File: src/rtl/output_port_buffer_pkg.sv
// ----------------------------------------------------------------------------
// RouterPkg
// Shared router types: the 32-bit packet format carried across the crossbar,
// the number of link bytes per packet, and the output-buffer serializer state.
// ----------------------------------------------------------------------------
package RouterPkg;

    // Packet layout, MSB first: {src, dest} forms the first byte on the link.
    typedef struct packed {
        logic [3:0]  src;
        logic [3:0]  dest;
        logic [23:0] data;
    } pkt_t;

    localparam int PKT_BYTES = 4;

    typedef enum logic {
        IDLE = 1'b0,
        SEND = 1'b1
    } ob_state_t;

endpackage

File: src/rtl/output_port_buffer_fifo.sv
// ----------------------------------------------------------------------------
// pkt_fifo
// Synchronous DEPTH-entry packet FIFO with a combinational head.
// Ports:
//   clock, reset : clock and synchronous active-high reset
//   we, wdata    : write strobe and packet (ignored when full)
//   re           : pop strobe (ignored when empty)
//   rdata        : packet at the head, valid whenever count != 0
//   count        : number of packets held
// ----------------------------------------------------------------------------
module pkt_fifo
    import RouterPkg::*;
#(
    parameter int DEPTH = 4
) (
    input  logic                   clock,
    input  logic                   reset,
    input  logic                   we,
    input  pkt_t                   wdata,
    input  logic                   re,
    output pkt_t                   rdata,
    output logic [$clog2(DEPTH):0] count
);

    localparam int PTR_W = $clog2(DEPTH);

    pkt_t               mem [DEPTH];
    logic [PTR_W-1:0]   wr_ptr_r;
    logic [PTR_W-1:0]   rd_ptr_r;
    logic [PTR_W:0]     count_r;
    logic               full_s;
    logic               empty_s;
    logic               do_wr_s;
    logic               do_rd_s;

    assign full_s  = (count_r == (PTR_W + 1)'(DEPTH));
    assign empty_s = (count_r == (PTR_W + 1)'(0));
    // Guard against overflow/underflow even if the caller misbehaves.
    assign do_wr_s = we && !full_s;
    assign do_rd_s = re && !empty_s;

    assign rdata = mem[rd_ptr_r];
    assign count = count_r;

    // Storage write; pushes on a reset edge are dropped.
    always_ff @(posedge clock) begin
        if (do_wr_s && !reset) begin
            mem[wr_ptr_r] <= wdata;
        end
    end

    // Pointer and occupancy bookkeeping; pointers wrap modulo DEPTH.
    always_ff @(posedge clock) begin
        if (reset) begin
            wr_ptr_r <= '0;
            rd_ptr_r <= '0;
            count_r  <= '0;
        end else begin
            if (do_wr_s) begin
                wr_ptr_r <= wr_ptr_r + PTR_W'(1);
            end
            if (do_rd_s) begin
                rd_ptr_r <= rd_ptr_r + PTR_W'(1);
            end
            case ({do_wr_s, do_rd_s})
                2'b10:   count_r <= count_r + (PTR_W + 1)'(1);
                2'b01:   count_r <= count_r - (PTR_W + 1)'(1);
                default: count_r <= count_r;
            endcase
        end
    end

endmodule

File: src/rtl/output_port_buffer.sv
// ----------------------------------------------------------------------------
// output_port_buffer
// Buffers whole packets from one crossbar output and serializes each onto the
// 8-bit outbound link, MSB byte first, one byte per accepted cycle.
// Ports:
//   clock, reset      : clock and synchronous active-high reset
//   pkt_in            : packet from the crossbar output
//   pkt_in_avail      : pkt_in valid this cycle
//   ob_ready_to_recv  : a packet can be accepted this cycle (register decode)
//   put_outbound      : payload_outbound carries a valid byte
//   payload_outbound  : current outbound byte
//   free_outbound     : downstream takes the byte this cycle
//   occupancy         : packets waiting in the FIFO (not the one in flight)
// ----------------------------------------------------------------------------
module output_port_buffer
    import RouterPkg::*;
#(
    parameter int DEPTH = 4
) (
    input  logic                   clock,
    input  logic                   reset,
    input  pkt_t                   pkt_in,
    input  logic                   pkt_in_avail,
    output logic                   ob_ready_to_recv,
    output logic                   put_outbound,
    output logic [7:0]             payload_outbound,
    input  logic                   free_outbound,
    output logic [$clog2(DEPTH):0] occupancy
);

    localparam int        CNT_W    = $clog2(DEPTH) + 1;
    localparam logic [1:0] LAST_IDX = 2'(PKT_BYTES - 1);

    ob_state_t        state_r;
    logic [31:0]      shift_r;
    logic [1:0]       idx_r;
    logic [CNT_W-1:0] count_s;
    pkt_t             head_s;
    logic             push_s;
    logic             pop_s;

    pkt_fifo #(.DEPTH(DEPTH)) u_fifo (
        .clock (clock),
        .reset (reset),
        .we    (push_s),
        .wdata (pkt_in),
        .re    (pop_s),
        .rdata (head_s),
        .count (count_s)
    );

    // Ready depends only on the registered count, never on the inputs.
    assign ob_ready_to_recv = (count_s != CNT_W'(DEPTH));
    assign push_s           = pkt_in_avail && ob_ready_to_recv;
    assign occupancy        = count_s;
    assign put_outbound     = (state_r == SEND);
    assign payload_outbound = shift_r[31:24];

    // Pop decision: load when idle, or chain the next packet on the last byte.
    always_comb begin
        pop_s = 1'b0;
        case (state_r)
            IDLE: begin
                if (count_s != CNT_W'(0)) begin
                    pop_s = 1'b1;
                end else begin
                    pop_s = 1'b0;
                end
            end
            SEND: begin
                if (free_outbound && (idx_r == LAST_IDX) && (count_s != CNT_W'(0))) begin
                    pop_s = 1'b1;
                end else begin
                    pop_s = 1'b0;
                end
            end
            default: pop_s = 1'b0;
        endcase
    end

    // Serializer FSM with shift register and byte index.
    always_ff @(posedge clock) begin
        if (reset) begin
            state_r <= IDLE;
            shift_r <= 32'h0000_0000;
            idx_r   <= 2'd0;
        end else begin
            case (state_r)
                IDLE: begin
                    if (pop_s) begin
                        shift_r <= head_s;
                        idx_r   <= 2'd0;
                        state_r <= SEND;
                    end
                end
                SEND: begin
                    if (free_outbound) begin
                        if (pop_s) begin
                            // Back-to-back packet: no idle cycle between bursts.
                            shift_r <= head_s;
                            idx_r   <= 2'd0;
                        end else begin
                            // After the last byte the register drains to zero.
                            shift_r <= {shift_r[23:0], 8'h00};
                            idx_r   <= idx_r + 2'd1;
                            if (idx_r == LAST_IDX) begin
                                state_r <= IDLE;
                            end
                        end
                    end
                end
                default: begin
                    state_r <= IDLE;
                    shift_r <= 32'h0000_0000;
                    idx_r   <= 2'd0;
                end
            endcase
        end
    end

endmodule

File: config.mk
export PLATFORM = sky130hd
export DESIGN_NAME = output_port_buffer
export DESIGN_NICKNAME = d
export VERILOG_FILES = /design/src/rtl/output_port_buffer_pkg.sv /design/src/rtl/output_port_buffer_fifo.sv /design/src/rtl/output_port_buffer.sv
export SDC_FILE = /design/constraint.sdc
export NUM_CORES = 1
export LEC_CHECK = 0
export CAP_MARGIN = 20
export CORE_MARGIN = 2
export CORE_UTILIZATION = 63
export DETAILED_ROUTE_END_ITERATION = 8
export PLACE_DENSITY = 0.88
export SKIP_CTS_REPAIR_TIMING = 1
export SYNTH_ARGS = -nofsm -noshare
export SYNTH_HDL_FRONTEND = slang
export SYNTH_SLANG_ARGS = --single-unit
File: constraint.sdc
create_clock -name clock -period 7 [get_ports clock]
set_input_delay 1.4 -clock clock [delete_from_list [all_inputs] [get_ports clock]]
set_output_delay 1.4 -clock clock [all_outputs]
set_load 0.005 [all_outputs]
# Word level (Yosys, flattened, before mapping)

Memories as Yosys holds them, arrays and structs flattened. A register that Yosys moved wholly into a read port is not among the register bits.
Index checks and enable logic that the tools add are counted.

Multiplexer cells: 21
Reduce and logical (&&, ||, !) cells: 13
Equality and inequality tests: 7
Bitwise logic cells: 1
Add/subtract/negate cells: 5

Operators with widths:

| kind                                                               | count |
|---|---|
| 32-bit two-way mux                                                 | 3 |
| 32-bit case mux with 2 select lines                                | 1 |
| 2-bit two-way mux                                                  | 5 |
| 1-bit two-way mux                                                  | 8 |
| 2-bit by 1-bit adder with 2-bit output, second input constant      | 3 |
| 1-bit logical AND                                                  | 6 |
| 3-bit case mux with 2 select lines                                 | 1 |
| 2-bit == test, second input constant                               | 2 |
| 1-bit case mux with 2 select lines                                 | 2 |
| 2-bit case mux with 2 select lines                                 | 1 |
| 3-bit by 1-bit adder with 3-bit output, second input constant      | 1 |
| 3-bit == test, second input constant                               | 1 |
| 1-bit logical NOT                                                  | 3 |
| 3-bit logical NOT                                                  | 1 |
| 3-bit != test, second input constant                               | 1 |
| 3-bit nonzero test                                                 | 1 |
| 3-bit by 1-bit subtractor with 3-bit output, second input constant | 1 |
| 2-bit by 1-bit == test with 1-bit output, second input constant    | 1 |
| 2-bit by 1-bit != test with 1-bit output, second input constant    | 1 |
| 2-bit != test, second input constant                               | 1 |
| 2-bit AND reduction                                                | 1 |
| 2-bit nonzero test                                                 | 1 |
| 1-bit NOT                                                          | 1 |

Output and inout port bits: 13
Logic and storage cells: 54
Input port bits: 36
Memory bits (writable): 128
Bits in registers: 42
Memories: 1

Memories:

| name       | depth | width | rd ports | clocked after Yosys merged registers in | write ports | RTL line                      | text |
|---|---|---|---|---|---|---|---|
| u_fifo.mem | 4     | 32    | 1        | 1                                       | 1           | output_port_buffer_fifo.sv:27 | `pkt_t mem [DEPTH];` |

# Logic depth before layout (Yosys ltp)

Gate-level depths: netlist (run 1).

Word-level depth: 8
Gate-level depth with buffers: 10
Gate-level depth less buffers: 9

# Modules after synthesis

From an unflattened synthesis (run 1), not the netlist that was laid out.

Cells, all modules: 426
Area total of the unflattened synthesis: 7205.7 µm²

Modules (own cells, without submodules):

| module             | sequential area each (µm²) | instances | cells an instance | area an instance (µm²) |
|---|---|---|---|---|
| pkt_fifo           | 4023.9                     | 1         | 217               | 5127.4 |
| output_port_buffer | 700.7                      | 1         | 209               | 2078.2 |

# Least setup slack after synthesis (run 1)

OpenSTA, ideal clock, no wires.

Kind: input to register
Start point: input reset
End point: memory u_fifo.mem[0][0] (netlist name) (enable)
Setup slack: 3965 ps
Arrival: 2643 ps
Library setup time: 392 ps
Stages on the path: 3
Data required time: 6608 ps
Path buffers: 1
Cell sequence: clkbuf_1 nor3_1 and2_1

Word-level cells in the longest chain between the ends: 4

RTL lines:

| element                                 | RTL line                      | text |
|---|---|---|
| start: declaration                      | output_port_buffer.sv:21      | `input logic reset,` |
| 1-bit logical NOT                       | output_port_buffer_fifo.sv:47 | `if (do_wr_s && !reset) begin` |
| 1-bit logical AND                       | output_port_buffer_fifo.sv:47 |  |
| 1-bit two-way mux                       | output_port_buffer_fifo.sv:47 |  |
| 1-bit two-way mux (not written as such) | output_port_buffer_fifo.sv:48 | `mem[wr_ptr_r] <= wdata;` |
| end: declaration                        | output_port_buffer_fifo.sv:27 |  |

No other way between the ends.

# Worst setup path in the final report (run 1)

Start point: register u_fifo.count_r[2] (netlist: u_fifo.count[2])
End point: output ob_ready_to_recv

Word-level cells in the longest chain between the ends: 1

RTL lines:

| element                  | RTL line                      | text |
|---|---|---|
| start: declaration       | output_port_buffer_fifo.sv:30 | `logic [PTR_W:0] count_r;` |
| start signal: assignment | output_port_buffer_fifo.sv:66 | `2'b10: count_r <= count_r + (PTR_W + 1)'(1);` |
| start signal: assignment | output_port_buffer_fifo.sv:67 | `2'b01: count_r <= count_r - (PTR_W + 1)'(1);` |
| start signal: assignment | output_port_buffer_fifo.sv:68 | `default: count_r <= count_r;` |
| 3-bit != test            | output_port_buffer.sv:53      | `assign ob_ready_to_recv = (count_s != CNT_W'(DEPTH));` |
| end: declaration         | output_port_buffer.sv:24      | `output logic ob_ready_to_recv,` |

No other way between the ends.

==> results of run 1 <==
## registers in the layout (all words and copies together), names as in the netlist, named ones only
name / count
u_fifo.wr_ptr_r: 2
shift_r: 32
u_fifo.rd_ptr_r: 2
put_outbound: 1
u_fifo.count: 3
idx_r: 2
u_fifo.mem: 128
## synth_stat cells, types with 2 or more instances
cell | count | area share [%]
mux4_2 | 32 | 10
buf_6 | 3 | 0.49
clkbuf_1 | 15 | 0.81
a311oi_1 | 24 | 3.0
a21oi_2 | 20 | 2.5
or4_1 | 2 | 0.22
nand3_1 | 36 | 2.6
ha_1 | 6 | 1.1
dfxtp_1 | 44 | 13
o21ai_0 | 38 | 2.7
a21oi_1 | 22 | 1.6
edfxtp_1 | 128 | 56
nor3_1 | 2 | 0.14
and2_1 | 4 | 0.36
nor2_1 | 5 | 0.27
buf_2 | 11 | 0.80
inv_1 | 8 | 0.43
buf_12 | 2 | 0.58
buf_4 | 12 | 1.3
xor2_1 | 2 | 0.25
## worst min path at each step
stage	slack, ns	end
2_1_floorplan	0.45	flop
3_3_place_gp	0.46	flop
3_5_place_dp	0.47	shift_r[2]$_SDFFE_PP0P_
4_1_cts	0.48	shift_r[2]$_SDFFE_PP0P_
5_1_grt	0.51	flop
6_report	0.48	flop
## area by class of cell
| cell class | count | area (um^2) | area share, % |
|---|---|---|---|
| Inverter | 9 | 33.8 | 0.423 |
| Sequential cell | 172 | 4730 | 59.2 |
| Timing Repair Buffer | 59 | 571 | 7.14 |
| Clock buffer | 19 | 422 | 5.28 |
| Tap cell | 140 | 175 | 2.19 |
| Multi-Input combinational cell | 208 | 1890 | 23.6 |
| Clock inverter | 13 | 173 | 2.16 |
## critical path, stage by stage, from the launching register on
cell             delay (ns)
dfxtp_1                0.55
nor3b_1                0.42
inv_1                  0.16
clkdlybuf4s50_1        0.47
## logic make-up (layout without fill, tap and decap cells)
group / after synthesis / in the layout
compound gates: 110 / 110
xor+xnor: 2 / 2
fa+ha+maj: 7 / 7
buf+inv: 52 / 100
flops: 172 / 172
mux: 32 / 32
simple gates: 57 / 57
## per-layer routing
layer  up-vias  wire length [um]
li1       1779                 -
met1      1998              5300
met2       221              6750
met3        36              1030
met4         0               425
met5         -                 0
## power by group through the flow
stage          logic [uW]  clock network [uW]  registers [uW]
5_1_grt               928                 989            1350
3_3_place_gp          772                   0            1360
4_1_cts               826                 950            1350
2_1_floorplan         707                   0            1300
3_5_place_dp          805                   0            1360
6_report              853                 940            1340
## metrics by stage
step                      hold slack, ns  total power (uW)
after floorplan                    0.453              2010
after global placement             0.463              2130
after detailed placement           0.472              2170
after CTS                          0.482              3120
after global routing               0.512              3260
final                              0.484              3130
==> metrics, run 1 <==
critical path endpoint category=primary output; 1st-iter DRT viols=452; FF-to-FF Start=u_fifo.count[2]$_SDFFE_PP0P_; clock skew=~0.0074 ns; xor/xnor share of the synthesized area=less than 1%; largest net degree at the start of global routing=45; Synth Area in Compound Gates=between 10% and 20%; Clock Latency Late Sink=roughly 0.53 ns; Leakage=around 0.0025 uW; setup TNS=0 ns; Core Rows=38; Net Sw Power=between 900 and 1000 uW; wire length of the first global-routing pass=~20,000 um; routability cong.=0.814; GRT Total Usage=roughly a quarter; WHS Path Cells=2; type of origin of the critical path=flop; synth-to-layout area growth=15.4%; internal reg-to-reg setup slack=4.38 ns; IO Count=just under 50; critical path endpoint=ob_ready_to_recv; Max rail drop VDD=between 0.3 and 0.4 mV; simple-gate area share of the yosys netlist=approximately 4.3%; die area=about 0.012 mm^2; Die W=approximately 110 um; Finished Cell Area=between 0.007 and 0.008 mm^2; Worst Max-Slew Pin Slew=0.997 ns; Worst Slack Setup Final=3.48 ns; Die H=roughly 110 um; largest family of logic cells by synthesized area=compound AO/OA/AOI/OAI gates; Synth Flop Type=edfxtp_1; most frequent cells in the layout=128 x edfxtp_1, 48 x clkdlybuf4s50_1, 42 x dfxtp_1, 38 x o21ai_0, 36 x nand3_1; Antenna Nets Post-Route=0; maximum clock insertion buffer count=2; status=complete, no violations; Post-Synth Adder-Cell Area=under 10%; Reg clk slew, reported paths=about 0.06 ns; Fill cells=596; Final period util=~50%; DP Cell Count=between 500 and 600; nets=510; Util after Layout=74.0%; WL/cell=roughly 22 um; CP Max Fanout=10; Hold Crit Class=flop to flop; M2 GR Usage=37.1%; RSZ-0062 raised after global routing=no; Async SR Flop Fraction=0%; CORE AREA=0.0108 mm^2; Syn Inst Count=432; MaxCap Viol Count=0; Max Slew Vio Count=0; WP data required=roughly 5.6 ns; HPWL Detailed=7600 um; M1 GR Usage=31.7%; final hold violations=0; synthesized cell area=just under 0.007 mm^2; Top Usage Layer GRT=met2; ant diodes=0; number of flops mapped to enable cells by yosys=between 100 and 150; vias=slightly above 4,000; final wirelength=about 14,000 um; Fmax=approximately 280 MHz; Starting Density=64.1%; endpoint of the worst register-to-register path=u_fifo.count[2]$_SDFFE_PP0P_; Relative slew margins=33.4%; Vias/cell=~6.5; Warnings, synthesis=0; clock network fraction of design power=a little under a third; CTS H-tree depth=4; #FFs+latches synth=~170; hold_sp=u_fifo.rd_ptr_r[1]$_SDFFE_PP0N_; clk sink count=between 150 and 200; Setup WS pre-CTS=roughly 3.2 ns; CP arrival=between 2 and 2.5 ns; Syn Area/Cell=~16 um^2; GRT met3 Usage=around 7.4%; sequential-to-total area share from yosys stat=between 60% and 70%; Root Buffer Master=clkbuf_8; TritonCTS clock tree=yes; share of layout cells above drive strength 1=20.2%; Sw Share=between 30% and 40%; worst setup path start=u_fifo.count[2]$_SDFFE_PP0P_; 1st-pass router iterations=6; non-filler cells, final=a little over 600; Num CTS Buffers=17; post-route minimum period=3.52 ns; Port Buf Inserts=48; placement-stage cell area=about 0.0074 mm^2; post-synthesis cell type count=36; cell internal pwr=about 2200 uW; GRT overflow=0; DRC violations left=0; post-synth net total=between 400 and 500; initial antenna violation count=0; PD cells=between 300 and 400 mW/mm^2; Logic pwr share=a little over a quarter; Final setup viols=0; leading cell type in the layout, fill and taps excluded=edfxtp_1; Setup CP Type=flop to primary output; mux cell area share after synthesis=roughly a tenth; sequential share of power=around 43%; number of global-route vias before repair=approximately 3,800; R2R cell count=9
Power figures use the tool's default switching activity.
==> run 2: changes to the inputs <==
Settings changed: CORE_UTILIZATION 63 to 53, PLACE_DENSITY 0.88 to 0.79.
Clock period 7 ns to 2.8 ns, I/O delays scaled along.
==> run 2 against run 1 <==
Count of clock-buffer cells in the layout is 1 higher. Clock power grew to 2.8 times the previous value. Hold slack better by 0.0043 ns. Die area is 18% higher. Non-clock buffer count is 6 higher. Clock skew is 0.0048 ns higher. Sequential share of layout area is 1.6 points lower. Utilization is 9.2 points lower. Critical endpoint is now u_fifo.count[2]$_SDFFE_PP0P_. Via count is 1.8% lower. Cell count is 6.1% higher. Power grew to 2.6 times the previous value. Global-route usage is 3.4 points lower.
==> metrics, run 2 (synthesis gave the netlist of run 1 again) <==
vias=between 3,000 and 4,000; synth-to-layout area growth=18.6%; GRT Total Usage=just over 20%; Critical path buffers and inverters=2; Num CTS Buffers=17; post-route minimum period=2.40 ns; CP arrival=between 2 and 3 ns; WP data required=about 3.2 ns; nets=516; Relative slew margins=between 30% and 40%; 1st-pass router iterations=4; largest reg by FF count=u_fifo.mem; final hold violations=0; final wirelength=about 13,000 um; Hold Crit Class=flop to flop; die area=around 0.014 mm^2; Port Buf Inserts=48; routability cong.=just over 0.8; wire length of the first global-routing pass=~22,000 um; Setup CP Type=flop to flop; IO Count=49; leading cell type in the layout, fill and taps excluded=edfxtp_1; Largest register FFs=approximately 130; Vias/cell=between 6 and 7; RSZ-0062 raised after global routing=no; maximum clock insertion buffer count=2; clock skew=around 0.012 ns; cell family with most CP delay=simple AND/OR/NAND/NOR gates; Die W=approximately 120 um; metal3 WL=roughly 650 um; DR top layer=met4; GRT overflow=0; CTS H-tree depth=4; TritonCTS clock tree=yes; critical path endpoint category=flop; Antenna Nets Post-Route=0; 1st-iter DRT viols=approximately 280; DRC violations left=0; non-filler cells, final=around 660; clock network fraction of design power=between 30% and 40%; Die H=118 um; most used cell, CP=inv_1; Reg clk slew, reported paths=approximately 0.06 ns; Worst Max-Slew Pin Slew=0.981 ns; Final setup viols=0; status=complete, no violations; Max rail drop VDD=0.536 mV; cell internal pwr=between 5000 and 6000 uW; initial antenna violation count=0; Final period util=a little under nine tenths; Worst Slack Setup Final=roughly 0.40 ns; setup TNS=0 ns; WHS=0.488 ns; WL/cell=20.2 um; clk sink count=about 170; most frequent cells in the layout=128 x edfxtp_1, 48 x clkdlybuf4s50_1, 43 x dfxtp_1, 38 x o21ai_0, 36 x nand3_1; met2 WL=between 6000 and 7000 um; share of layout cells above drive strength 1=between 20 and 25%; Logic pwr share=27.1%; CP Max Fanout=10; CP peak stage delay=0.43 ns; Max Slew Vio Count=0; type of origin of the critical path=flop; Fill cells=roughly 900; metal1 wirelength=5520 um; Root Buffer Master=clkbuf_16; Leakage=around 0.0026 uW; Clock Latency Late Sink=~0.43 ns; DP Cell Count=~630; Core Rows=between 40 and 50; Starting Density=between 50% and 60%; Net Sw Power=around 2300 uW; largest net degree at the start of global routing=44; Util after Layout=64.8%; number of global-route vias before repair=4,106; MaxCap Viol Count=0; Setup WS pre-CTS=between 0.06 and 0.07 ns; ant diodes=0; PD cells=a little under 1000 mW/mm^2; Sw Share=28.7%; HPWL Detailed=7930 um; sequential share of power=about two fifths; CORE AREA=between 0.01 and 0.015 mm^2; CP cell instances=nor3b_2 > inv_1 > nand2_1 > ha_1 > inv_1 > fa_1 > xor2_1 > or3_2 > a21oi_1; Fmax=416 MHz; Critical-path top delay cell=dfxtp_1
## run 2: cell count changes in the layout (fill, tap and decap cells not counted), sizes merged
cell / change
buf: +6
bufinv: +2
clkbuf: +1
clkinv: -1
clkinvlp: -1
inv: -1
## run 2: cell type report
type                            count  area (um^2)  share of cell area [%]
Sequential cell                   172         4730                    57.5
Multi-Input combinational cell    208         1890                    23.1
Timing Repair Buffer               65          671                    8.17
Clock buffer                       20          457                    5.56
Clock inverter                     12          216                    2.64
Tap cell                          172          215                    2.62
Inverter                            9         33.8                   0.411
## run 2: worst min-delay path: stages, from the launching register on
cell and delay, ns:
dfxtp_1 0.31, o21ai_0 0.07, a21oi_1 0.06
## run 2: path summary, 6_finish.rpt
kind              slack (ns)  cells past startpoint                          from                      endpoint
setup / recovery        0.40                      9  u_fifo.count[0]$_SDFFE_PP0P_  u_fifo.count[2]$_SDFFE_PP0P_
hold / removal          0.49                      2       shift_r[6]$_SDFFE_PP0P_       shift_r[6]$_SDFFE_PP0P_
setup reg to reg        0.40                      9  u_fifo.count[0]$_SDFFE_PP0P_  u_fifo.count[2]$_SDFFE_PP0P_
hold reg to reg         0.49                      2       shift_r[6]$_SDFFE_PP0P_       shift_r[6]$_SDFFE_PP0P_
## run 2: metal layers
metal  track usage (%)  vias up
met5                 0        -
met4              10.0        0
met3              5.26       23
met2              33.7      126
met1              25.7     2017
li1                  -     1796
## run 2: power groups by stage
| stage | Clock (uW) | Sequential (uW) | Combinational (uW) |
|---|---|---|---|
| 2_1_floorplan | 0 | 3250 | 1770 |
| 3_3_place_gp | 0 | 3300 | 2110 |
| 3_5_place_dp | 0 | 3320 | 2180 |
| 4_1_cts | 2660 | 3270 | 2200 |
| 5_1_grt | 2750 | 3310 | 2410 |
| 6_report | 2630 | 3270 | 2190 |
## run 2: per-stage QoR
step	power, uW	area, um^2
finish	8090	8210
CTS	8130	8210
floorplan	5020	6920
global placement	5410	7530
global route	8470	8210
detailed placement	5500	7530
==> run 3: changes to the inputs <==
Settings changed: CORE_MARGIN 2 to not set, CORE_UTILIZATION 53 to 57, CTS_CLUSTER_DIAMETER set to 120, DONT_BUFFER_PORTS set to 1, PLACE_DENSITY 0.79 to 0.78.
==> run 3 against run 2 <==
The flow now finishes with violations (DRC). Hold slack got worse by 0.29 ns. Worst setup slack got worse by 0.12 ns. Non-clock buffer count fell by 49. Sequential power about the same. Routed wire length fell by 2.9%. Critical path depth unchanged. Clock skew decreased by 0.0066 ns. Count of clock-buffer cells in the layout fell by 2.
==> metrics, run 3 (synthesis gave the netlist of run 1 again) <==
ant diodes=0; GRT overflow=0; PD cells=just over 1000 mW/mm^2; critical path endpoint=u_fifo.count[2]$_SDFFE_PP0P_; worst setup path start=u_fifo.count[1]$_SDFFE_PP0P_; clock skew=approximately 0.0057 ns; DRC violations left=5; Leakage=about 0.0024 uW; Largest register FFs=roughly 130; Relative slew margins=about three fifths; die area=approximately 0.013 mm^2; final hold violations=0; MaxCap Viol Count=0; CP Max Fanout=10; WHS=around 0.2 ns; M2 GR Usage=between 30% and 40%; internal reg-to-reg setup slack=0.28 ns; Root Buffer Master=clkbuf_16; final wirelength=roughly 13,000 um; Logic pwr share=between 20% and 30%; Clock Latency Late Sink=roughly 0.43 ns; critical path endpoint category=flop; largest net degree at the start of global routing=between 40 and 50; post-route minimum period=2.52 ns; FF-to-FF Start=u_fifo.count[1]$_SDFFE_PP0P_; Die H=~110 um; share of layout cells above drive strength 1=between 20% and 30%; HPWL Detailed=around 7700 um; status=complete, but fails checks; Util after Layout=around two thirds; leading cell type in the layout, fill and taps excluded=edfxtp_1; Starting Density=~60%; Antenna Nets Post-Route=0; largest reg by FF count=u_fifo.mem; synth-to-layout area growth=9.65%; Net Sw Power=2280 uW; type of origin of the critical path=flop; sequential share of power=42.7%; CORE AREA=between 0.01 and 0.015 mm^2; number of global-route vias before repair=between 3,000 and 4,000; clk sink count=approximately 170; WL/cell=approximately 22 um; M1 GR Usage=between 20% and 30%; GRT Total Usage=about 22%; Setup CP Type=flop to flop; vias=~3,700; CTS H-tree depth=4; Vias/cell=roughly 6.4; wire length of the first global-routing pass=about 20,000 um; maximum clock insertion buffer count=2; WP data required=roughly 3.2 ns; Core Rows=39; Final period util=about nine tenths; TritonCTS clock tree=yes; Final setup viols=0; cell internal pwr=5380 uW; IO Count=49; violated checks=DRC; 1st-pass router iterations=9; nets=~470; 1st-iter DRT viols=286; Worst Slack Setup Final=approximately 0.28 ns; clock network fraction of design power=about 31%; Num CTS Buffers=17; Reg clk slew, reported paths=~0.06 ns; Port Buf Inserts=0; Setup WS pre-CTS=0.262 ns; RSZ-0062 raised after global routing=no; CP arrival=about 2.9 ns; Fmax=between 300 and 400 MHz; routability cong.=about 0.80; endpoint of the worst register-to-register path=u_fifo.count[2]$_SDFFE_PP0P_; initial antenna violation count=0; Max rail drop VDD=roughly 0.52 mV; Worst Max-Slew Pin Slew=0.584 ns; Die W=~110 um; Top Usage Layer GRT=met2; R2R cell count=9; Sw Share=slightly below 30%; Max Slew Vio Count=0; setup TNS=0 ns; Tot Pwr=7660 uW; most frequent cells in the layout=128 x edfxtp_1, 43 x dfxtp_1, 38 x o21ai_0, 36 x nand3_1, 32 x mux4_2; GRT met3 Usage=6.48%; Hold Crit Class=input port to flop
## run 3: cell types whose count changed in the layout (fill, tap and decap cells not counted), sizes merged
| cell | change |
|---|---|
| clkinvlp | +1 |
| buf | -1 |
| clkdlybuf4s50 | -48 |
| clkbuf | -2 |
| clkinv | +3 |
| bufinv | -2 |
## run 3: cell type report
type	count	area, um^2
inverters	9	33.8
clock inverters	14	176
multi-input cells	208	1890
repair buffers	16	158
fillers	789	4020
clock buffers	18	429
flip-flops and latches	172	4730
well taps	143	179
## run 3: how the worst min path moves through the flow
stage                                          from                      end  slack (ns)  depth (start not counted)
CTS                                           reset                     flop        0.18                          1
detailed placement          shift_r[0]$_SDFFE_PP0P_  shift_r[0]$_SDFFE_PP0P_        0.46                          2
global route                                  reset                     flop        0.18                          1
global placement              idx_r[1]$_SDFFE_PP0P_    idx_r[1]$_SDFFE_PP0P_        0.46                          2
floorplan           u_fifo.rd_ptr_r[1]$_SDFFE_PP0N_                     flop        0.45                          2
finish                                        reset                     flop        0.20                          1
## run 3: metrics by stage
stage                     instance area [um^2]  instances
after floorplan                           6920        432
after global placement                    6990        548
after detailed placement                  6990        548
after CTS                                 7590        580
after global routing                      7590        580
final                                     7590        580
## run 3: metal layers
layer	vias up	wire length, um
met3	27	920
met5	-	0
met4	0	300
met2	139	6410
li1	1690	-
met1	1872	5240
## run 3: critical path: stages, from the launching register on
cell and delay (ns):
dfxtp_1 0.42, nor3b_1 0.43, inv_1 0.18, nand2_1 0.11
ha_1 0.17, inv_1 0.06, fa_1 0.37, xor2_1 0.16
or3_2 0.41, a21oi_1 0.15
## run 3: power groups by stage
stage,Combinational (uW),Sequential (uW),Clock (uW)
floorplan,1770,3250,0
global placement,1920,3310,0
detailed placement,1980,3320,0
CTS,2000,3270,2430
global route,2200,3300,2530
finish,1990,3270,2400
==> patch: new RTL, settings of run 3 <==
`DEPTH` is set to 4 in 2 places; all go to 2.
--- a/src/rtl/output_port_buffer_fifo.sv
+++ b/src/rtl/output_port_buffer_fifo.sv
@@ -13,3 +13,3 @@
 #(
-    parameter int DEPTH = 4
+    parameter int DEPTH = 2
 ) (
--- a/src/rtl/output_port_buffer.sv
+++ b/src/rtl/output_port_buffer.sv
@@ -17,3 +17,3 @@
 #(
-    parameter int DEPTH = 4
+    parameter int DEPTH = 2
 ) (
Interface: changed (resized occupancy); port bits go from 49 to 48. No check against the original RTL was run, so the function may have changed too.
==> patch against run 3 <==
- worst hold slack better by 0.073 ns
- global-route usage is 1.5 points lower
- count of clock-buffer cells in the layout is 8 lower
- power is 45% lower
- area after synthesis is 39% lower
- synthesized cell count is 24% lower
- critical path depth is 3 lower
- final area is 41% lower
- via count is 33% lower
- sequential cell count is 68 lower
- setup slack better by 0.32 ns
- wire length is 42% lower
- critical endpoint is now u_fifo.count[1]
- largest power group unchanged
- highest routed layer unchanged
==> patch: results <==
group,metric,value,unit
timing,skew,0.01016,ns
route,drt-initial-drc-count,212,
worst_setup_path,reg2reg_slack,0.60,ns
worst_setup_path,rr_worst_depth,6,
final_layout,nNetsFinal,353,
power,sequentialPower,2170,uW
place,dp.cells,403,
power,p_comb_share,27.0,%
final_layout,num-multi-input-gates,166,
synth,synthCells,330,
synth,synth_edf_count,64,
timing,relSlewSlack,29.19,%
place,pre_cts_ws,0.6228,ns
global_routing,grt_usage,20.74,%
final_layout,buffers,8,
route,viasPerCell,5.974,
clock_network,cts_inserted_buffers,9,
clock_network,clock-root-buffer,"clkbuf_8",
final_layout,inverters,26,
worst_setup_path,cp_top_family,"compound AO/OA/AOI/OAI gates",
worst_setup_path,crit_arrival,2.49,ns
route,firstDrtPassIters,4,
global_routing,grt_pass1_vias,2441,
worst_setup_path,cp_slowest_cell,"a21boi_4",
worst_setup_path,max_stage_delay,0.57,ns
synth,synthAdderAreaFrac,0.5922,%
clock_network,cts.sinks,104,
final_layout,clockBufferCount,10,
run_status,status,"finished, final reports clean",
synth,ys_seq_area_share,64.44,%
timing,hold_ws,0.2720,ns
route,wl_met3,562,um
global_routing,grt_pass1_wl,11830,um
place,gp_congestion,0.7724,
synth,synthTopCellsByArea,"edfxtp_1 45%, dfxtp_1 19%, a2111oi_0 5.6%, nor2b_1 3.8%, a2111oi_2 3.6%",
final_layout,area.share.sequential,61.03,%
synth,synth.distinct_cells,33,
synth,synth_mux_area_share,2.132,%
==> patch: cell count changes in the layout (fill, tap and decap cells not counted), sizes merged, moves of 18 or more <==
| cell | change |
|---|---|
| nor2b | +25 |
| a311oi | -24 |
| o21ai | -24 |
| edfxtp | -64 |
| a2111oi | +46 |
| inv | +18 |
| nand3 | -34 |
| mux4 | -32 |
| nor3 | +23 |
| a21oi | -28 |
==> patch: kinds of logic after synthesis <==
group / Yosys count
buffers and inverters: 60
AO/OA/AOI/OAI: 79
XOR/XNOR: 2
flip-flops: 104
AND/OR/NAND/NOR: 74
adder cells (fa/ha/maj): 2
multiplexers: 9
==> patch: per-layer routing <==
metal,up-vias,global-route usage (%)
met3,12,6.880
met4,0,5.572
li1,1213,-
met2,80,32.63
met5,-,0
met1,1198,27.89
==> patch: per-stage QoR <==
step / cell area, sq um / total power, uW
global route: 4463 / 4458
floorplan: 4235 / 3138
global placement: 4267 / 3287
finish: 4463 / 4212
detailed placement: 4267 / 3337
CTS: 4463 / 4234
